### src/rtl/gcn_pkg.sv
// Shared types, default sizes and the COO index range check used by the GCN
// aggregation edge scheduler.
package gcn_pkg;

    localparam int COO_EDGE_ROW = 2;
    localparam int COO_WIDTH    = 3;
    localparam int COO_EDGES    = 6;
    localparam int FEATURE_ROWS = 6;

    typedef enum logic [2:0] {
        IDLE  = 3'd0,
        CLEAR = 3'd1,
        FETCH = 3'd2,
        LATCH = 3'd3,
        FWD   = 3'd4,
        REV   = 3'd5,
        DONE  = 3'd6
    } sched_state_t;

    // COO node indices are 1-based, so 0 and anything above the node count are invalid
    function automatic logic coo_idx_valid(input int unsigned idx, input int unsigned rows);
        return (idx >= 32'd1) && (idx <= rows);
    endfunction

endpackage

### src/rtl/coo_edge_scheduler.sv
// Walks the COO edge list and issues the two symmetric accumulate commands
// (a-1 -> b-1, b-1 -> a-1) per valid edge over a valid/ready handshake.
module coo_edge_scheduler #(
    parameter int COO_EDGE_ROW    = gcn_pkg::COO_EDGE_ROW,
    parameter int COO_WIDTH       = gcn_pkg::COO_WIDTH,
    parameter int COO_EDGES       = gcn_pkg::COO_EDGES,
    parameter int FEATURE_ROWS    = gcn_pkg::FEATURE_ROWS,
    parameter int FEATURE_WIDTH   = $clog2(FEATURE_ROWS),
    parameter int COO_EDGES_WIDTH = $clog2(COO_EDGES),
    parameter int EDGE_CNT_WIDTH  = $clog2(COO_EDGES + 1)
) (
    input  logic                       clk,
    input  logic                       reset,
    input  logic                       start,
    input  logic                       done_trans,
    output logic                       coo_rd_en,
    output logic [COO_EDGES_WIDTH-1:0] coo_address,
    input  logic [COO_WIDTH-1:0]       coo_in [0:COO_EDGE_ROW-1],
    output logic                       out_clear,
    output logic                       acc_valid,
    input  logic                       acc_ready,
    output logic [FEATURE_WIDTH-1:0]   acc_src_row,
    output logic [FEATURE_WIDTH-1:0]   acc_dst_row,
    output logic [EDGE_CNT_WIDTH-1:0]  edge_count,
    output logic                       busy,
    output logic                       err_index,
    output logic                       done
);

    import gcn_pkg::*;

    sched_state_t               state_q, state_d;
    logic [EDGE_CNT_WIDTH-1:0]  cnt_q, cnt_d;
    logic                       err_q, err_d;
    logic [COO_WIDTH-1:0]       a_q, a_d;
    logic [COO_WIDTH-1:0]       b_q, b_d;
    logic                       retire_s;
    logic                       edge_ok_s;
    logic [COO_WIDTH-1:0]       a_m1_s, b_m1_s;

    logic                       coo_rd_en_q, coo_rd_en_d;
    logic [COO_EDGES_WIDTH-1:0] coo_address_q, coo_address_d;
    logic                       out_clear_q, out_clear_d;
    logic                       acc_valid_q, acc_valid_d;
    logic [FEATURE_WIDTH-1:0]   acc_src_row_q, acc_src_row_d;
    logic [FEATURE_WIDTH-1:0]   acc_dst_row_q, acc_dst_row_d;
    logic                       busy_q, busy_d;
    logic                       done_q, done_d;

    // Next-state, edge bookkeeping and next values of every registered output
    always_comb begin
        state_d       = state_q;
        cnt_d         = cnt_q;
        err_d         = err_q;
        a_d           = a_q;
        b_d           = b_q;
        retire_s      = 1'b0;
        edge_ok_s     = coo_idx_valid(32'(coo_in[0]), FEATURE_ROWS) &&
                        coo_idx_valid(32'(coo_in[1]), FEATURE_ROWS);

        case (state_q)
            IDLE, DONE: begin
                // Counter and sticky error are cleared on entry so they read 0 during CLEAR
                if (start && done_trans) begin
                    state_d = CLEAR;
                    cnt_d   = {EDGE_CNT_WIDTH{1'b0}};
                    err_d   = 1'b0;
                end else begin
                    state_d = state_q;
                end
            end
            CLEAR: state_d = FETCH;
            FETCH: state_d = LATCH;
            LATCH: begin
                a_d = coo_in[0];
                b_d = coo_in[1];
                if (edge_ok_s) begin
                    state_d = FWD;
                end else begin
                    err_d    = 1'b1;
                    retire_s = 1'b1;
                end
            end
            FWD: begin
                if (acc_ready) begin
                    if (a_q == b_q) begin
                        retire_s = 1'b1;
                    end else begin
                        state_d = REV;
                    end
                end else begin
                    state_d = FWD;
                end
            end
            REV: begin
                if (acc_ready) begin
                    retire_s = 1'b1;
                end else begin
                    state_d = REV;
                end
            end
            default: state_d = IDLE;
        endcase

        if (retire_s) begin
            cnt_d   = cnt_q + {{(EDGE_CNT_WIDTH-1){1'b0}}, 1'b1};
            state_d = (cnt_d == EDGE_CNT_WIDTH'(COO_EDGES)) ? DONE : FETCH;
        end else begin
            cnt_d = cnt_d;
        end

        // Decrement only matters once the indices have passed the range check
        a_m1_s = a_d - {{(COO_WIDTH-1){1'b0}}, 1'b1};
        b_m1_s = b_d - {{(COO_WIDTH-1){1'b0}}, 1'b1};

        coo_rd_en_d   = (state_d == FETCH);
        coo_address_d = COO_EDGES_WIDTH'(cnt_d);
        out_clear_d   = (state_d == CLEAR);
        acc_valid_d   = (state_d == FWD) || (state_d == REV);
        busy_d        = (state_d != IDLE) && (state_d != DONE);
        done_d        = (state_d == DONE);

        case (state_d)
            FWD: begin
                acc_src_row_d = FEATURE_WIDTH'(a_m1_s);
                acc_dst_row_d = FEATURE_WIDTH'(b_m1_s);
            end
            REV: begin
                acc_src_row_d = FEATURE_WIDTH'(b_m1_s);
                acc_dst_row_d = FEATURE_WIDTH'(a_m1_s);
            end
            default: begin
                acc_src_row_d = {FEATURE_WIDTH{1'b0}};
                acc_dst_row_d = {FEATURE_WIDTH{1'b0}};
            end
        endcase
    end

    // State, edge registers and output registers with synchronous reset
    always_ff @(posedge clk) begin
        if (reset) begin
            state_q       <= IDLE;
            cnt_q         <= {EDGE_CNT_WIDTH{1'b0}};
            err_q         <= 1'b0;
            a_q           <= {COO_WIDTH{1'b0}};
            b_q           <= {COO_WIDTH{1'b0}};
            coo_rd_en_q   <= 1'b0;
            coo_address_q <= {COO_EDGES_WIDTH{1'b0}};
            out_clear_q   <= 1'b0;
            acc_valid_q   <= 1'b0;
            acc_src_row_q <= {FEATURE_WIDTH{1'b0}};
            acc_dst_row_q <= {FEATURE_WIDTH{1'b0}};
            busy_q        <= 1'b0;
            done_q        <= 1'b0;
        end else begin
            state_q       <= state_d;
            cnt_q         <= cnt_d;
            err_q         <= err_d;
            a_q           <= a_d;
            b_q           <= b_d;
            coo_rd_en_q   <= coo_rd_en_d;
            coo_address_q <= coo_address_d;
            out_clear_q   <= out_clear_d;
            acc_valid_q   <= acc_valid_d;
            acc_src_row_q <= acc_src_row_d;
            acc_dst_row_q <= acc_dst_row_d;
            busy_q        <= busy_d;
            done_q        <= done_d;
        end
    end

    assign coo_rd_en   = coo_rd_en_q;
    assign coo_address = coo_address_q;
    assign out_clear   = out_clear_q;
    assign acc_valid   = acc_valid_q;
    assign acc_src_row = acc_src_row_q;
    assign acc_dst_row = acc_dst_row_q;
    assign edge_count  = cnt_q;
    assign busy        = busy_q;
    assign err_index   = err_q;
    assign done        = done_q;

endmodule

### config.mk
export PLATFORM = sky130hd
export DESIGN_NAME = coo_edge_scheduler
export DESIGN_NICKNAME = d
export VERILOG_FILES = /design/src/rtl/gcn_pkg.sv /design/src/rtl/coo_edge_scheduler.sv
export SDC_FILE = /design/constraint.sdc
export NUM_CORES = 1
export LEC_CHECK = 0
export ABC_AREA = 1
export BUFFER_PORTS_ARGS = -buffer_cell sky130_fd_sc_hd__buf_2
export CORE_MARGIN = 2
export CORE_UTILIZATION = 47
export DETAILED_ROUTE_END_ITERATION = 16
export PLACE_DENSITY = 0.82
export SLEW_MARGIN = 40
export SYNTH_ARGS = -nofsm -noshare
export SYNTH_HDL_FRONTEND = slang
export SYNTH_SLANG_ARGS = --single-unit
### constraint.sdc
create_clock -name clk -period 1.7 [get_ports clk]
set_clock_uncertainty 0.15 [all_clocks]
set_input_delay 0.17 -clock clk [delete_from_list [all_inputs] [get_ports clk]]
set_output_delay 0.17 -clock clk [all_outputs]
set_load 0.1 [all_outputs]
==> qor.csv, run 1 <==
metric,value,unit
unrepaired_setup_endpoints_after_global_routing,true,
drtPass1Iterations,4,
syn_area_per_cell,7.22,sq um
critical_path_cell_count,11,
grt_start_max_net_pins,21,
globalRoute.totalOverflow,0,
place_worst_setup_slack,-0.0727,ns
place_area,1540,sq um
crit_path_max_fanout,8,
yosysWarnings,0,
fillerInstances,168,
fp-row-count,18,
cellPowerDensity,896,nW/um^2
grt_antenna_before_repair,0,
seq_power_share,0.368,
path_cells,"inv_1, nand3_4, buf_4, nand2_1, nor2_1, nand2_1, nand3_2, nand2_4, buf_12, nand4_1, a21oi_2",
design_area,1920,sq um
syn2layout_area_growth,49.8,%
routed_wirelength,4.06,mm
sequential_cell_area,505,sq um
cap_violations,0,
timing_worst_slew_pin_value,0.518,ns
critPathMostFrequentCell,sky130_fd_sc_hd__nand2_1,
vdd_drop_max,0.805,mV
insertion_delay_of_the_later_clocked_pin_in_the_worst_skew_pair,0.32,ns
post-dp-hpwl,2.13,mm
post-route-drc-count,0,
static-leakage-power,0.937,nW
switching_component_of_the_power,0.000688,W
ios,29,
crit_path_end_kind,flip-flop,
chipWidth,56.3,um
fmax,535,MHz
relSlewSlack,0.657,
clk_pin_slew,0.14,ns
internal_power_consumption,0.00104,W
synthesis.nets,193,
post_synth_num_cell_types,27,
fraction_of_layout_cells_with_a_size_suffix_above_1,0.515,
grt_pass1_vias,1279,
inserted_clock_buffers,3,
viasPerCell,5.36,
overall_power_of_the_completed_layout,0.00172,W
layout_worst_path_cycle_share,1.10,
numnets_final,245,
cpLargestDelayFamily,simple AND/OR/NAND/NOR gates,
detail_route.wl_per_cell,15.7,um
cts.htree.levels,1,
finalHoldViolations,0,
cts_sinks,24,
fp.dieArea,3170,sq um
p_sw_frac,0.399,
synth_cells,178,
multi_input_comb_area,881,sq um
violated_checks,setup timing,
core_region_area,2540,sq um
groute.usage.overall,0.238,
min_clock_period_post_route,1.87,ns
cp-start-kind,flip-flop,
worst_path_max_delay_cell,sky130_fd_sc_hd__dfxtp_4,
initial_utilization,0.505,
die_h,56.3,um
final_slew_violations,0,
seq_area_frac_synth,0.374,
postRouteAntennaNets,0,
clk_path_buf_depth,2,
n_antenna_cell,0,
drt-initial-drc-count,75,
worstHoldPathCells,2,
cp_data_arrival_time,1.99,ns
clockRootBuffer,sky130_fd_sc_hd__clkbuf_4,
via_count,1388,
tritoncts,done,
power_frac_comb,0.420,
io_buffer_count,28,
place_congestion,0.875,
clock_power_share,0.212,
ys_seq_elements,24,
worst_reg2reg_path_length_in_cells,11,
final_critical_path_setup_slack,-0.170,ns
grt_first_pass_wirelength,5.98,mm
run_status,"complete, but fails checks",
worstPathBufferInverterCount,3,
crit_type,reg2reg,
syn_area,1280,sq um
crit_path_largest_cell_delay,0.41,ns
cp.required,1.82,ns
finalSetupViolCount,12,
kind_of_path_behind_the_tightest_hold_check,in2reg,
## path summary, 6_finish.rpt
| path | end | start | slack, ns |
|---|---|---|---|
| hold reg to reg | err_index | err_index | 0.33 |
| hold / removal | done | reset | 0.08 |
| setup / recovery | acc_dst_row[2] | state_q[1] | -0.17 |
| setup reg to reg | acc_dst_row[2] | state_q[1] | -0.17 |
## per-layer routing
metal	global-route usage	vias to the layer above	wire, um
li1	-	671	-
met1	0.319	652	1710
met3	0.0276	7	199
met2	0.403	58	2100
met4	0.0646	0	55
met5	0	-	0
## state kept, by name (all words and copies together), names as in the netlist
register	count
a_q	3
out_clear	1
acc_dst_row	3
state_q	3
b_q	3
done	1
acc_valid	1
coo_rd_en	1
acc_src_row	3
err_index	1
busy	1
coo_address	3
## cells by family (layout without fill, tap and decap cells)
logic type | count (synthesis) | in the layout | share of synthesized area
flip-flops | 24 | 24 | 0.374
adder cells (fa/ha/maj) | 4 | 4 | 0.0389
XOR/XNOR | 4 | 4 | 0.0273
AO/OA/AOI/OAI | 25 | 25 | 0.105
buffers and inverters | 25 | 76 | 0.0876
AND/OR/NAND/NOR | 96 | 96 | 0.367
## layout make-up
type,instances,share of cell area
Sequential cell,24,0.263
Tap cell,30,0.0195
Multi-Input combinational cell,129,0.458
Inverter,19,0.0384
Timing Repair Buffer,53,0.197
Clock buffer,4,0.0247
## placed cells by master, fill, tap and decap left out, types with 2 or more instances in the layout
cell type and n:
sky130_fd_sc_hd__dfxtp_4 5, sky130_fd_sc_hd__a21oi_4 2, sky130_fd_sc_hd__nand2_2 8, sky130_fd_sc_hd__dfxtp_2 5
sky130_fd_sc_hd__nor2_4 3, sky130_fd_sc_hd__inv_1 14, sky130_fd_sc_hd__nand2_1 33, sky130_fd_sc_hd__a21oi_2 5
sky130_fd_sc_hd__inv_2 4, sky130_fd_sc_hd__xnor2_2 3, sky130_fd_sc_hd__ha_1 2, sky130_fd_sc_hd__nor2_1 19
sky130_fd_sc_hd__o21ai_2 2, sky130_fd_sc_hd__a21oi_1 9, sky130_fd_sc_hd__clkbuf_4 3, sky130_fd_sc_hd__nand2_4 6
sky130_fd_sc_hd__buf_12 2, sky130_fd_sc_hd__dfxtp_1 14, sky130_fd_sc_hd__nand3_1 4, sky130_fd_sc_hd__nor2_2 2
sky130_fd_sc_hd__buf_6 7, sky130_fd_sc_hd__o21ai_1 3, sky130_fd_sc_hd__nand4_1 6, sky130_fd_sc_hd__buf_2 28
sky130_fd_sc_hd__nand3_4 2, sky130_fd_sc_hd__buf_4 16, sky130_fd_sc_hd__o21ai_0 3, sky130_fd_sc_hd__nand3_2 8
## repair_timing
item	4_1_cts	5_1_grt
hold buffers	0	0
pin swaps	14	18
resized for setup	34	27
setup buffers	11	3
setup endpoints to repair	7	14
## synth_stat cells
cell type | n | share of area
sky130_fd_sc_hd__or2_2 | 1 | 0.0049
sky130_fd_sc_hd__nand2_4 | 3 | 0.026
sky130_fd_sc_hd__clkbuf_1 | 2 | 0.0058
sky130_fd_sc_hd__nand2_2 | 3 | 0.015
sky130_fd_sc_hd__nand2_1 | 41 | 0.12
sky130_fd_sc_hd__dfxtp_1 | 24 | 0.37
sky130_fd_sc_hd__nand3b_4 | 1 | 0.016
sky130_fd_sc_hd__nand3_2 | 3 | 0.023
sky130_fd_sc_hd__xnor2_1 | 3 | 0.020
sky130_fd_sc_hd__nand3_1 | 11 | 0.043
sky130_fd_sc_hd__buf_4 | 3 | 0.018
sky130_fd_sc_hd__a21oi_1 | 14 | 0.055
sky130_fd_sc_hd__nor2_4 | 1 | 0.0088
sky130_fd_sc_hd__ha_1 | 4 | 0.039
sky130_fd_sc_hd__a21oi_2 | 2 | 0.014
sky130_fd_sc_hd__inv_2 | 2 | 0.0058
sky130_fd_sc_hd__nor3_1 | 2 | 0.0078
sky130_fd_sc_hd__buf_6 | 1 | 0.0088
sky130_fd_sc_hd__o21ai_0 | 7 | 0.027
sky130_fd_sc_hd__o21ai_1 | 1 | 0.0039
sky130_fd_sc_hd__inv_1 | 17 | 0.050
sky130_fd_sc_hd__nor2_2 | 1 | 0.0049
sky130_fd_sc_hd__and2_1 | 1 | 0.0049
sky130_fd_sc_hd__xor2_1 | 1 | 0.0068
sky130_fd_sc_hd__nor2_1 | 22 | 0.064
sky130_fd_sc_hd__nand4_1 | 6 | 0.029
sky130_fd_sc_hd__o21bai_1 | 1 | 0.0058
## per-stage QoR
step	setup TNS [ns]	utilization	std cells	hold WS [ns]
finish	-1.21	0.756	259	0.0762
global placement	-0.118	0.606	241	0.301
CTS	-0.0428	0.709	256	0.0529
global route	-2.14	0.756	259	0.0917
floorplan	-0.00318	-	178	0.224
detailed placement	-0.372	0.606	241	0.307
## power groups by stage
stage	clock network [W]	logic, W	registers [W]
2_1_floorplan	0	0.000257	0.000758
3_3_place_gp	0	0.000510	0.000628
3_5_place_dp	0	0.000515	0.000629
4_1_cts	0.000348	0.000614	0.000630
5_1_grt	0.000385	0.000770	0.000638
6_report	0.000366	0.000724	0.000634
(Power assumes the default switching activity.)
==> inputs of run 2 (changes only) <==
--- a/config.mk
+++ b/config.mk
@@ -8,9 +8,9 @@
 export ABC_AREA = 1
 export BUFFER_PORTS_ARGS = -buffer_cell sky130_fd_sc_hd__buf_2
 export CORE_MARGIN = 2
-export CORE_UTILIZATION = 47
+export CORE_UTILIZATION = 40
 export DETAILED_ROUTE_END_ITERATION = 16
-export PLACE_DENSITY = 0.82
+export PLACE_DENSITY = 0.72
 export SLEW_MARGIN = 40
 export SYNTH_ARGS = -nofsm -noshare
 export SYNTH_HDL_FRONTEND = slang
==> run 2 against run 1 <==
Against the previous run:
- die area up 16%
- the flow still finishes with violations (setup timing)
- combinational power shrank 13%
- utilization shrank 14 points
- largest cell class unchanged
==> qor.csv, run 2 (synthesis gave the netlist of run 1 again) <==
metric,value,unit,change
routed_wirelength,3.17,mm,-22%
clk_path_buf_depth,2,,unchanged
crit_path_largest_cell_delay,0.40,ns,about the same
vdd_drop_max,0.546,mV,-32%
fraction_of_layout_cells_with_a_size_suffix_above_1,0.482,,-0.0335
die_h,60.7,um,+7.8%
layout_worst_path_cycle_share,1.02,,-0.0839
grt_antenna_before_repair,0,,unchanged
detail_route.wl_per_cell,12.0,um,-24%
final_core_utilization,0.613,,-0.143
n_antenna_cell,0,,unchanged
violated_checks,setup timing,,
crit_type,reg2reg,,
grt_first_pass_wirelength,4.81,mm,-20%
static-leakage-power,0.886,nW,-5.4%
place_congestion,0.795,,-9.1%
relSlewSlack,0.677,,+0.0201
postRouteAntennaNets,0,,unchanged
cpLargestDelayFamily,simple AND/OR/NAND/NOR gates,,
numnets_final,236,,-3.7%
final_critical_path_setup_slack,-0.0273,ns,+0.143 ns
critical_path_cell_count,11,,unchanged
cts_sinks,24,,unchanged
unrepaired_setup_endpoints_after_global_routing,true,,
cp-start-kind,flip-flop,,
io_buffer_count,28,,unchanged
critPathMostFrequentCell,sky130_fd_sc_hd__nand2_1,,
crit_path_max_fanout,8,,unchanged
min_clock_period_post_route,1.73,ns,-0.143 ns
clockRootBuffer,sky130_fd_sc_hd__clkbuf_4,,
cts.htree.levels,1,,unchanged
via_count,1274,,-8.2%
cap_violations,0,,unchanged
initial_utilization,0.421,,-0.0840
place_worst_setup_slack,-0.0554,ns,+0.0173 ns
fp.dieArea,3680,sq um,+16%
kind_of_path_behind_the_tightest_hold_check,in2reg,,
drtPass1Iterations,4,,unchanged
run_status,"complete, but fails checks",,
post-dp-hpwl,2.03,mm,-4.9%
overall_power_of_the_completed_layout,0.00162,W,-5.9%
worst_path_max_delay_cell,sky130_fd_sc_hd__dfxtp_4,,
grt_start_max_net_pins,21,,unchanged
most_common_cell_after_layout_fill_and_taps_aside,sky130_fd_sc_hd__nand2_1,,
clk_pin_slew,0.13,ns,about the same
worstHoldPathCells,3,,+1
core_region_area,3050,sq um,+20%
final_slew_violations,0,,unchanged
finalHoldViolations,0,,unchanged
crit_path_end_kind,flip-flop,,
groute.usage.overall,0.173,,-0.0649
hold_buffers,0,,unchanged
timing_worst_slew_pin_value,0.488,ns,-0.0303 ns
fillerInstances,279,,+66%
cp_data_arrival_time,1.84,ns,-0.15 ns
final_cell_mix,"36 x sky130_fd_sc_hd__nand2_1, 28 x sky130_fd_sc_hd__buf_2, 19 x sky130_fd_sc_hd__nor2_1, 14 x sky130_fd_sc_hd__inv_1, 14 x sky130_fd_sc_hd__dfxtp_1",,
cp.required,1.81,ns,about the same
chipWidth,60.7,um,+7.8%
grt_pass1_vias,1151,,-10%
fmax,579,MHz,+8.3%
finalSetupViolCount,5,,-7
worst_reg2reg_path_length_in_cells,11,,unchanged
syn2layout_area_growth,45.6,%,
cellPowerDensity,868,nW/um^2,-3.1%
drt-initial-drc-count,27,,-64%
tritoncts,done,,
insertion_delay_of_the_later_clocked_pin_in_the_worst_skew_pair,0.32,ns,about the same
path_cells,"buf_6, nand3_2, nand2_1, nand2_1, nand2_1, a21oi_2, nand2_1, nand2_2, buf_6, nand4_1, a21oi_2",,
post-route-drc-count,0,,unchanged
hold_ws,0.0346,ns,-0.0416 ns
fp-row-count,20,,+2
inserted_clock_buffers,3,,unchanged
viasPerCell,4.83,,-10%
final.setup.tns,-0.0496,ns,+1.16 ns
worstPathBufferInverterCount,2,,-1
globalRoute.totalOverflow,0,,unchanged
ios,29,,unchanged
## run 2: cell types whose count changed in the layout (fill, tap and decap cells not counted), moves of 3 or more
cell	before	now
sky130_fd_sc_hd__buf_4	16	11
sky130_fd_sc_hd__nand3_2	8	4
sky130_fd_sc_hd__buf_6	7	4
sky130_fd_sc_hd__nand2_1	33	36
sky130_fd_sc_hd__nand3_1	4	7
## run 2: path summary, 6_finish.rpt
| path | start | to | slack [ns] |
|---|---|---|---|
| setup / recovery | state_q[1] | acc_src_row[2] | -0.03 |
| hold / removal | coo_in[1] | b_q[1] | 0.03 |
| setup reg to reg | state_q[1] | acc_src_row[2] | -0.03 |
| hold reg to reg | err_index | err_index | 0.32 |
## run 2: what timing repair did
item | in CTS | in global routing
pin swaps | 1 | 15
setup buffers | 1 | 5
resized for setup | 10 | 52
endpoints found under the setup margin | 7 | 13
gates cloned | 1 | 0
## run 2: through the flow
stage,cells,area (sq um)
6_report,264,1870
2_1_floorplan,178,1320
4_1_cts,260,1640
3_5_place_dp,254,1550
3_3_place_gp,254,1550
5_1_grt,264,1870
## run 2: layout make-up
class                      instances  area (sq um)  share of cell area
clock buffer                       4          47.5              0.0254
tap                               44          55.1              0.0294
timing repair buffer              43           268               0.143
inverter                          19          81.3              0.0435
multi-input combinational        130           913               0.488
sequential                        24           505               0.270
## run 2: report_power, final
group / switching, W / internal, W
Combinational: 0.000422 / 0.000209
Clock: 0.000179 / 0.000180
Sequential: 0.0000363 / 0.000597
## run 2: worst reg2reg max path, stage by stage, from the launching register on
cell	delay, ns
sky130_fd_sc_hd__dfxtp_4	0.40
sky130_fd_sc_hd__buf_6	0.12
sky130_fd_sc_hd__nand3_2	0.07
sky130_fd_sc_hd__nand2_1	0.05
sky130_fd_sc_hd__nand2_1	0.07
sky130_fd_sc_hd__nand2_1	0.06
sky130_fd_sc_hd__a21oi_2	0.10
sky130_fd_sc_hd__nand2_1	0.09
sky130_fd_sc_hd__nand2_2	0.13
sky130_fd_sc_hd__buf_6	0.14
sky130_fd_sc_hd__nand4_1	0.13
sky130_fd_sc_hd__a21oi_2	0.15
## run 2: routing by layer
layer	global-route usage	up-vias	share of wire
met4	0.0186	0	0.015
met5	0	-	0
li1	-	659	-
met3	0.0448	6	0.033
met2	0.300	28	0.50
met1	0.224	581	0.46
